$ cat config.mk
export PLATFORM = sky130hd
export DESIGN_NAME = reflet_split_mem_interface
export DESIGN_NICKNAME = d
export VERILOG_FILES = /design/src/rtl/reflet_split_mem_interface.sv
export SDC_FILE = /design/constraint.sdc
export NUM_CORES = 1
export LEC_CHECK = 0
export BUFFER_PORTS_ARGS = -buffer_cell sky130_fd_sc_hd__buf_2
export CORE_MARGIN = 2
export CORE_UTILIZATION = 49
export CTS_CLUSTER_SIZE = 25
export DETAILED_ROUTE_END_ITERATION = 10
export GPL_ROUTABILITY_DRIVEN = 1
export PLACE_DENSITY = 0.76
export SLEW_MARGIN = 20
export SYNTH_ARGS = -nofsm -noshare
export SYNTH_HDL_FRONTEND = slang
export SYNTH_SLANG_ARGS = --single-unit
$ cat constraint.sdc
create_clock -name clk -period 3.2 [get_ports clk]
set_input_delay 0.16 -clock clk [delete_from_list [all_inputs] [get_ports clk]]
set_output_delay 0.16 -clock clk [all_outputs]
set_load 0.05 [all_outputs]
$ cat src/rtl/reflet_split_mem_interface.sv
// Bridge between the Reflet core and a word-wide memory bus: 1..B-byte accesses at any
// byte address, with word-straddling accesses issued as two beats and reassembled.
module reflet_split_mem_interface #(
  parameter  int WORDSIZE = 16,
  localparam int B        = WORDSIZE / 8,
  localparam int SW       = $clog2(B) + 1
) (
  input  logic                clk,
  input  logic                reset,
  input  logic                enable,
  input  logic [SW-1:0]       size_used,
  input  logic [WORDSIZE-1:0] cpu_addr,
  input  logic [WORDSIZE-1:0] cpu_data_out,
  output logic [WORDSIZE-1:0] cpu_data_in,
  input  logic                cpu_write_en,
  input  logic                cpu_read_en,
  output logic                cpu_ready,
  output logic                split_access,
  output logic [WORDSIZE-1:0] mem_addr,
  output logic [WORDSIZE-1:0] mem_data_out,
  input  logic [WORDSIZE-1:0] mem_data_in,
  output logic [B-1:0]        mem_byte_en,
  output logic                mem_write_en,
  output logic                mem_read_en,
  input  logic                mem_ready
);

  localparam int CW = SW + 1;
  localparam logic [CW-1:0]       BC       = CW'(B);
  localparam logic [SW-1:0]       SMAX     = SW'(B - 1);
  localparam logic [WORDSIZE-1:0] LOW_MASK = WORDSIZE'(B - 1);

  typedef enum logic [1:0] {S_IDLE, S_BEAT0, S_BEAT1, S_DONE} state_t;

  state_t              r_state, w_state_next;
  logic [WORDSIZE-1:0] r_word, r_wdata, r_buf, r_data_in;
  logic [CW-1:0]       r_off, r_n;
  logic                r_write, r_split;

  logic                w_accept, w_strobe, w_beat_done, w_last_beat;
  logic [CW-1:0]       w_off_in, w_n_in, w_end;
  logic [B-1:0]        w_be0, w_be1, w_be;
  logic [WORDSIZE-1:0] w_lane_mask, w_res_mask, w_wlo, w_whi;
  logic [WORDSIZE-1:0] w_mem_masked, w_rlo, w_rhi, w_rdata;

  assign w_accept    = (r_state == S_IDLE) && enable && (cpu_write_en || cpu_read_en);
  assign w_strobe    = (r_state == S_BEAT0) || (r_state == S_BEAT1);
  assign w_beat_done = w_strobe && mem_ready;
  assign w_last_beat = w_beat_done && ((r_state == S_BEAT1) || !r_split);
  assign w_off_in    = CW'(cpu_addr & LOW_MASK);
  assign w_n_in      = (size_used > SMAX) ? BC : CW'(size_used) + CW'(1);
  assign w_end       = r_off + r_n;

  // Byte positions are counted across a two-word window: beat0 covers 0..B-1, beat1 B..2B-1.
  for (genvar gi = 0; gi < B; gi++) begin : g_lane
    localparam logic [CW-1:0] LANE = CW'(gi);
    assign w_be0[gi] = (LANE >= r_off) && (LANE < w_end);
    assign w_be1[gi] = (LANE + BC) < w_end;
    assign w_lane_mask[gi*8 +: 8] = {8{w_be[gi]}};
    assign w_res_mask[gi*8 +: 8]  = {8{LANE < r_n}};
  end

  assign w_be = (r_state == S_BEAT0) ? w_be0 :
                (r_state == S_BEAT1) ? w_be1 : '0;

  assign {w_whi, w_wlo} = {WORDSIZE'(0), r_wdata} << {r_off, 3'b000};

  assign w_mem_masked = mem_data_in & w_lane_mask;
  assign w_rlo   = (r_state == S_BEAT0) ? w_mem_masked : r_buf;
  assign w_rhi   = (r_state == S_BEAT1) ? w_mem_masked : '0;
  assign w_rdata = WORDSIZE'({w_rhi, w_rlo} >> {r_off, 3'b000}) & w_res_mask;

  assign mem_addr     = (r_state == S_BEAT0) ? r_word :
                        (r_state == S_BEAT1) ? r_word + WORDSIZE'(B) : '0;
  assign mem_byte_en  = w_be;
  assign mem_data_out = (r_write ? ((r_state == S_BEAT1) ? w_whi : w_wlo) : '0) & w_lane_mask;
  assign mem_write_en = w_strobe && r_write;
  assign mem_read_en  = w_strobe && !r_write;
  assign cpu_ready    = (r_state == S_DONE);
  assign split_access = r_split && (r_state != S_IDLE);
  assign cpu_data_in  = r_data_in;

  always_ff @(posedge clk) begin
    if (!reset) r_state <= S_IDLE;
    else        r_state <= w_state_next;
  end

  always_comb begin
    w_state_next = r_state;
    case (r_state)
      S_IDLE:  if (w_accept) w_state_next = S_BEAT0;
      S_BEAT0: if (mem_ready) w_state_next = r_split ? S_BEAT1 : S_DONE;
      S_BEAT1: if (mem_ready) w_state_next = S_DONE;
      S_DONE:  w_state_next = S_IDLE;
      default: w_state_next = S_IDLE;
    endcase
  end

  always_ff @(posedge clk) begin
    if (!reset) begin
      r_word    <= '0;
      r_off     <= '0;
      r_n       <= '0;
      r_wdata   <= '0;
      r_write   <= 1'b0;
      r_split   <= 1'b0;
      r_buf     <= '0;
      r_data_in <= '0;
    end else begin
      if (w_accept) begin
        r_word  <= cpu_addr & ~LOW_MASK;
        r_off   <= w_off_in;
        r_n     <= w_n_in;
        r_wdata <= cpu_data_out;
        r_write <= cpu_write_en;
        r_split <= (w_off_in + w_n_in) > BC;
      end
      if (w_beat_done && !r_write && (r_state == S_BEAT0)) r_buf <= w_mem_masked;
      // Read result only changes at DONE entry and is held across later accesses.
      if (w_last_beat && !r_write) r_data_in <= w_rdata;
    end
  end

endmodule

After elaboration in Yosys (flattened, before gate mapping)
Cells that the tools add are included.
W data, S select, Z words.

operators by class
  divide/modulo/power cells = 0
  reductions and logical operators = 20
  $mul = 0
  eq/ne operators = 6
  shift operators = 2
  bitwise operators = 3
  mux-type cells = 14
  $add $sub $neg = 4
  magnitude comparators = 10

operators with widths
  operator                 number
  $mux W16                 6
  $and A16 B16 Y16         3
  $shl A16 B4 Y32          1
  $shr A32 B4 Y16          1
  $add A16 B2 Y16 const B  1
  $logic_and A1 B1 Y1      12
  $lt A1 B3 Y1 const A     4
  $mux W2                  5
  $pmux W2 S4              1
  $add A1 B3 Y3            2
  $lt A2 B3 Y1 const A     2
  $ne A2 B2 Y1 const B     3
  $eq A2 B2 Y1 const B     2
  $add A2 B1 Y3 const B    1
  $gt A3 B2 Y1 const B     1
  $logic_or A1 B1 Y1       3
  $mux W3                  1
  $reduce_and A3 Y1        1
  $eq A2 B1 Y1 const B     1
  $ge A1 B1 Y1 const A     2
  $gt A2 B1 Y1 const B     1
  $logic_not A1 Y1         2
  $logic_not A2 Y1         1
  $reduce_bool A2 Y1       1
  $mux W1                  1

storage, ports and cells
  flip-flop bits (word level) = 71
  bits in latches = 0
  bits in writable memories = 0
  memories kept = 0
  ROM bits = 0
  input port bits = 56
  logic and storage cells = 68
  output and inout bits = 54

Longest topological paths before layout
  depth after elaboration = 8
  mapped depth = 9
  mapped depth without buffers = 7

Worst setup path after synthesis
No wires, ideal clock.

  kind = reg2out
  start = reg r_state[1]
  end = out mem_data_out[10]
  arrival time = 2.702 ns
  path slack = 0.338 ns
  buffers on the path = 2
  stages on the path, launching flop included = 9
  required time = 3.040 ns
  cell sequence = dfxtp_1 > inv_1 > ha_1 > buf_2 > buf_2 > nor2_1 > o22ai_2 > nand3b_1 > nor2_1

on the way
  longest elaborated chain between the ends = 4

RTL lines
  element                   RTL line  RTL
  start: declaration        35        state_t r_state, w_state_next;
  start signal: assignment  85        else r_state <= w_state_next;
  $eq A2 B2 Y1              64        (r_state == S_BEAT1) ? w_be1 : '0;
  $mux W2                   64
  $mux W2 (*)               63        assign w_be = (r_state == S_BEAT0) ? w_be0 :
  via mem_byte_en[1]        22        output logic [B-1:0] mem_byte_en,
  $and A16 B16 Y16 (*)      76        assign mem_data_out = (r_write ? ((r_state == S_BEAT1) ? w_whi : w_wlo) : '0) & w_lane_mask;
  end: declaration          20        output logic [WORDSIZE-1:0] mem_data_out,

The timed path passes the listed nets; every way through them passes the cells marked *.

Worst setup path in the final report
  start = reg r_state[1]
  end = out mem_data_out[9]

on the way
  longest elaborated chain between the ends = 4

RTL lines
  element                                     RTL line
  $eq A2 B2 Y1                                64, 76
  $mux W16 / $mux W2 (equally long branches)  76, 64
  $mux W16 / $mux W2 (equally long branches)  76, 63
  $and A16 B16 Y16 (*)                        76

Mark *: on every way between the ends. The rest lies on a longest branch, timed or not.

==> impl_metrics.json <==
{
  "outcome": "finished clean",
  "power_density_nw_per_um2": 634.0,
  "fin_setup_tns_ps": 0,
  "cp_max_fo": 24,
  "crit_buf_inv": 4,
  "required_ps": 3040,
  "synthArstFlopShare": 0,
  "place_congestion": 0.8432,
  "clock_sinks": 71,
  "p_leak_nw": 1.915,
  "clockRootBuffer": "clkbuf_8",
  "ys_seq_area_frac": 0.3826,
  "clk-insertion-delay-late_ps": 340,
  "top_layer": "met4",
  "cts_tree": "done",
  "muxShareOfSynthArea": 0.04581,
  "ios": 110,
  "critPathCaptureType": "output port",
  "maxSlewViolCount": 0,
  "cp_top_family": "buffers and inverters",
  "vias": 3552,
  "critPathMaxStageDelay_ps": 420,
  "wl_per_cell_um": 14.21,
  "crit_top_cell": "inv_1",
  "final_common_cell": "buf_2",
  "synthCells": 457,
  "worstSetupPathType": "flip-flop to output port",
  "maxCapViolCount": 0,
  "routed-wl-met2_um": 4139,
  "dr_wl_met3_um": 653,
  "cp_num_cells": 8,
  "whs_ps": 55.22,
  "hold_end": "r_wdata[11]",
  "synth_adder_area_share": 0.03638,
  "avgSynthCellArea_um2": 8.129,
  "m1WireLength_um": 4403,
  "grt_overflow": 0,
  "whs_path_depth": 3,
  "yosysWarnings": 0,
  "grt_pass1_wl_um": 15240,
  "track_usage": 0.2233,
  "synth-edff-count": 0,
  "coreArea_um2": 7292,
  "setup_viol": 0,
  "die_area_um2": 8294,
  "clk_path_buf_depth": 2,
  "grt_max_degree": 52,
  "viasPerCell": 5.406,
  "synth_top_area_share": 0.3826,
  "reg2reg_slack_ps": 880,
  "cts_resized": 0,
  "synth_compound_area_frac": 0.2408,
  "first_iter_violations": 227,
  "die_w_um": 91.07,
  "worstRegToRegCells": 7,
  "antenna_found_initial": 0,
  "clock_skew_ps": 6.869,
  "synth-main-ff-cell": "dfxtp_1",
  "htreeDepth": 3,
  "critPathSlowestCell": "o22ai_2",
  "post_cts.repair.setup_buffers": 0,
  "grt_pass1_vias": 3272,
  "ir_drop_uv": 323.1,
  "cts-hold-fix-buffers": 0,
  "layout_common_cells": "buf_2 (108), nand2_1 (100), dfxtp_1 (71)",
  "layout-drive-gt1-share": 0.2419,
  "fillers": 670,
  "fin_util": 0.6158,
  "crit_chain": "inv_1 > ha_1 > buf_4 > inv_1 > o22ai_2 > nand3b_1 > nor2_1 > buf_2",
  "dp_hpwl_um": 6565,
  "synth_xor_area_frac": 0.02122,
  "worstSetupStartpointType": "flip-flop",
  "n_antenna_cell": 0,
  "clkTransAtPathRegs_ps": 80,
  "synth.top_cells.by_area": "dfxtp_1 (38%), nand2_1 (10%), a21boi_0 (8.1%)",
  "arrival_ps": 2800,
  "fp.dieH_um": 91.07,
  "start_util": 0.5094,
  "fin_crit_sh": 0.9237,
  "max_slew_margin": 0.4740,
  "rows": 31,
  "total_power_w": 0.002847,
  "min_path_type": "input pin to flip-flop",
  "totalWireLength_um": 9333,
  "yosysTopAreaCell": "dfxtp_1",
  "ys_ff_latch": 71,
  "finalHoldViolations": 0,
  "worst_pin_slew_ps": 789.0,
  "mappedNetlistNets": 523,
  "yosysUniqueCellTypes": 48,
  "timing.fmax_mhz": 338.3,
  "synth_top_family_by_area": "compound AO/OA/AOI/OAI gates",
  "numCtsBuffers": 9,
  "r2r_end": "r_buf[6]",
  "final_nets": 619,
  "drc": 0,
  "synth-simple-area-share": 0.2300,
  "crit-reg2reg-launch": "r_state[1]",
  "drtPass1Iterations": 5,
  "min-delay-start": "cpu_data_out[11]",
  "numPortBuffers": 108,
  "finalCriticalPeriod_ps": 2956,
  "syn_to_final_growth_pct": 20.88,
  "synth_area_um2": 3715,
  "rsz0062_at_grt": "no",
  "ant_nets": 0
}
-- through the flow --
stage	cells	setup WS (ps)	cell area [um2]
finish	657	244.1	4491
global route	657	49.52	4491
CTS	657	271.2	4491
detailed placement	641	658.5	4305
global placement	641	798.3	4305
floorplan	457	338.4	3715
-- sequential cells by signal, summed over array words and instances, names as in the netlist --
signal,flops
r_wdata,16
r_n,3
cpu_data_in,16
r_word,15
r_off,1
r_split,1
r_buf,16
r_state,2
r_write,1
-- worst max path at each step --
stage,from,endpoint
final,r_state[1],mem_data_out[9]
after global routing,r_state[1],mem_data_out[9]
after CTS,r_state[1],mem_data_out[9]
after detailed placement,r_state[1],mem_data_out[9]
after global placement,r_state[1],mem_data_out[9]
after floorplan,r_state[1],mem_data_out[10]
-- final cells by class --
type | instances | area, um2 | area share
multi-input combinational | 347 | 2137 | 0.4759
clock buffer | 12 | 155.1 | 0.03455
clock inverter | 4 | 30.03 | 0.006687
timing repair buffer | 114 | 585.6 | 0.1304
sequential | 71 | 1421 | 0.3165
tap | 99 | 123.9 | 0.02758
inverter | 10 | 37.54 | 0.008359
-- kinds of logic after synthesis --
kind of cell | count (synthesis)
simple gates | 188
compound gates | 121
flops | 71
buf+inv | 39
mux | 17
fa+ha+maj | 11
xor+xnor | 9
other cells | 1
-- synth_stat cells (all sizes together) (2+ instances only) --
| master | instances |
|---|---|
| o21ai | 16 |
| nor2 | 37 |
| and2 | 3 |
| o21a | 2 |
| inv | 10 |
| a22oi | 8 |
| xor2 | 3 |
| mux2i | 17 |
| a221o | 8 |
| ha | 10 |
| a32o | 8 |
| nand4 | 2 |
| a21boi | 40 |
| a22o | 10 |
| o211a | 2 |
| a21oi | 18 |
| nand2 | 100 |
| clkbuf | 21 |
| nor3 | 3 |
| nor2b | 10 |
| and3 | 2 |
| or3 | 6 |
| xnor2 | 6 |
| buf | 8 |
| nor4 | 3 |
| nor3b | 2 |
| nand3 | 13 |
| nand3b | 3 |
| dfxtp | 71 |
-- where the power goes --
group	switching, W	total, W	internal (W)
Sequential	0.0000884	0.00106	0.000968
Clock	0.000338	0.000663	0.000325
Combinational	0.000761	0.00113	0.000367
Total	0.00119	0.00285	0.00166
-- tightest hold or removal path, stage by stage --
cell	delay [ps]
buf_2	100
nand2_1	40
a21boi_0	60
-- layer usage --
layer / GRT usage / vias up
met3: 0.05477 / 12
li1: - / 1789
met5: 0 / -
met4: 0.06313 / 0
met1: 0.3025 / 1627
met2: 0.3543 / 124
(Power assumes the default switching activity.)
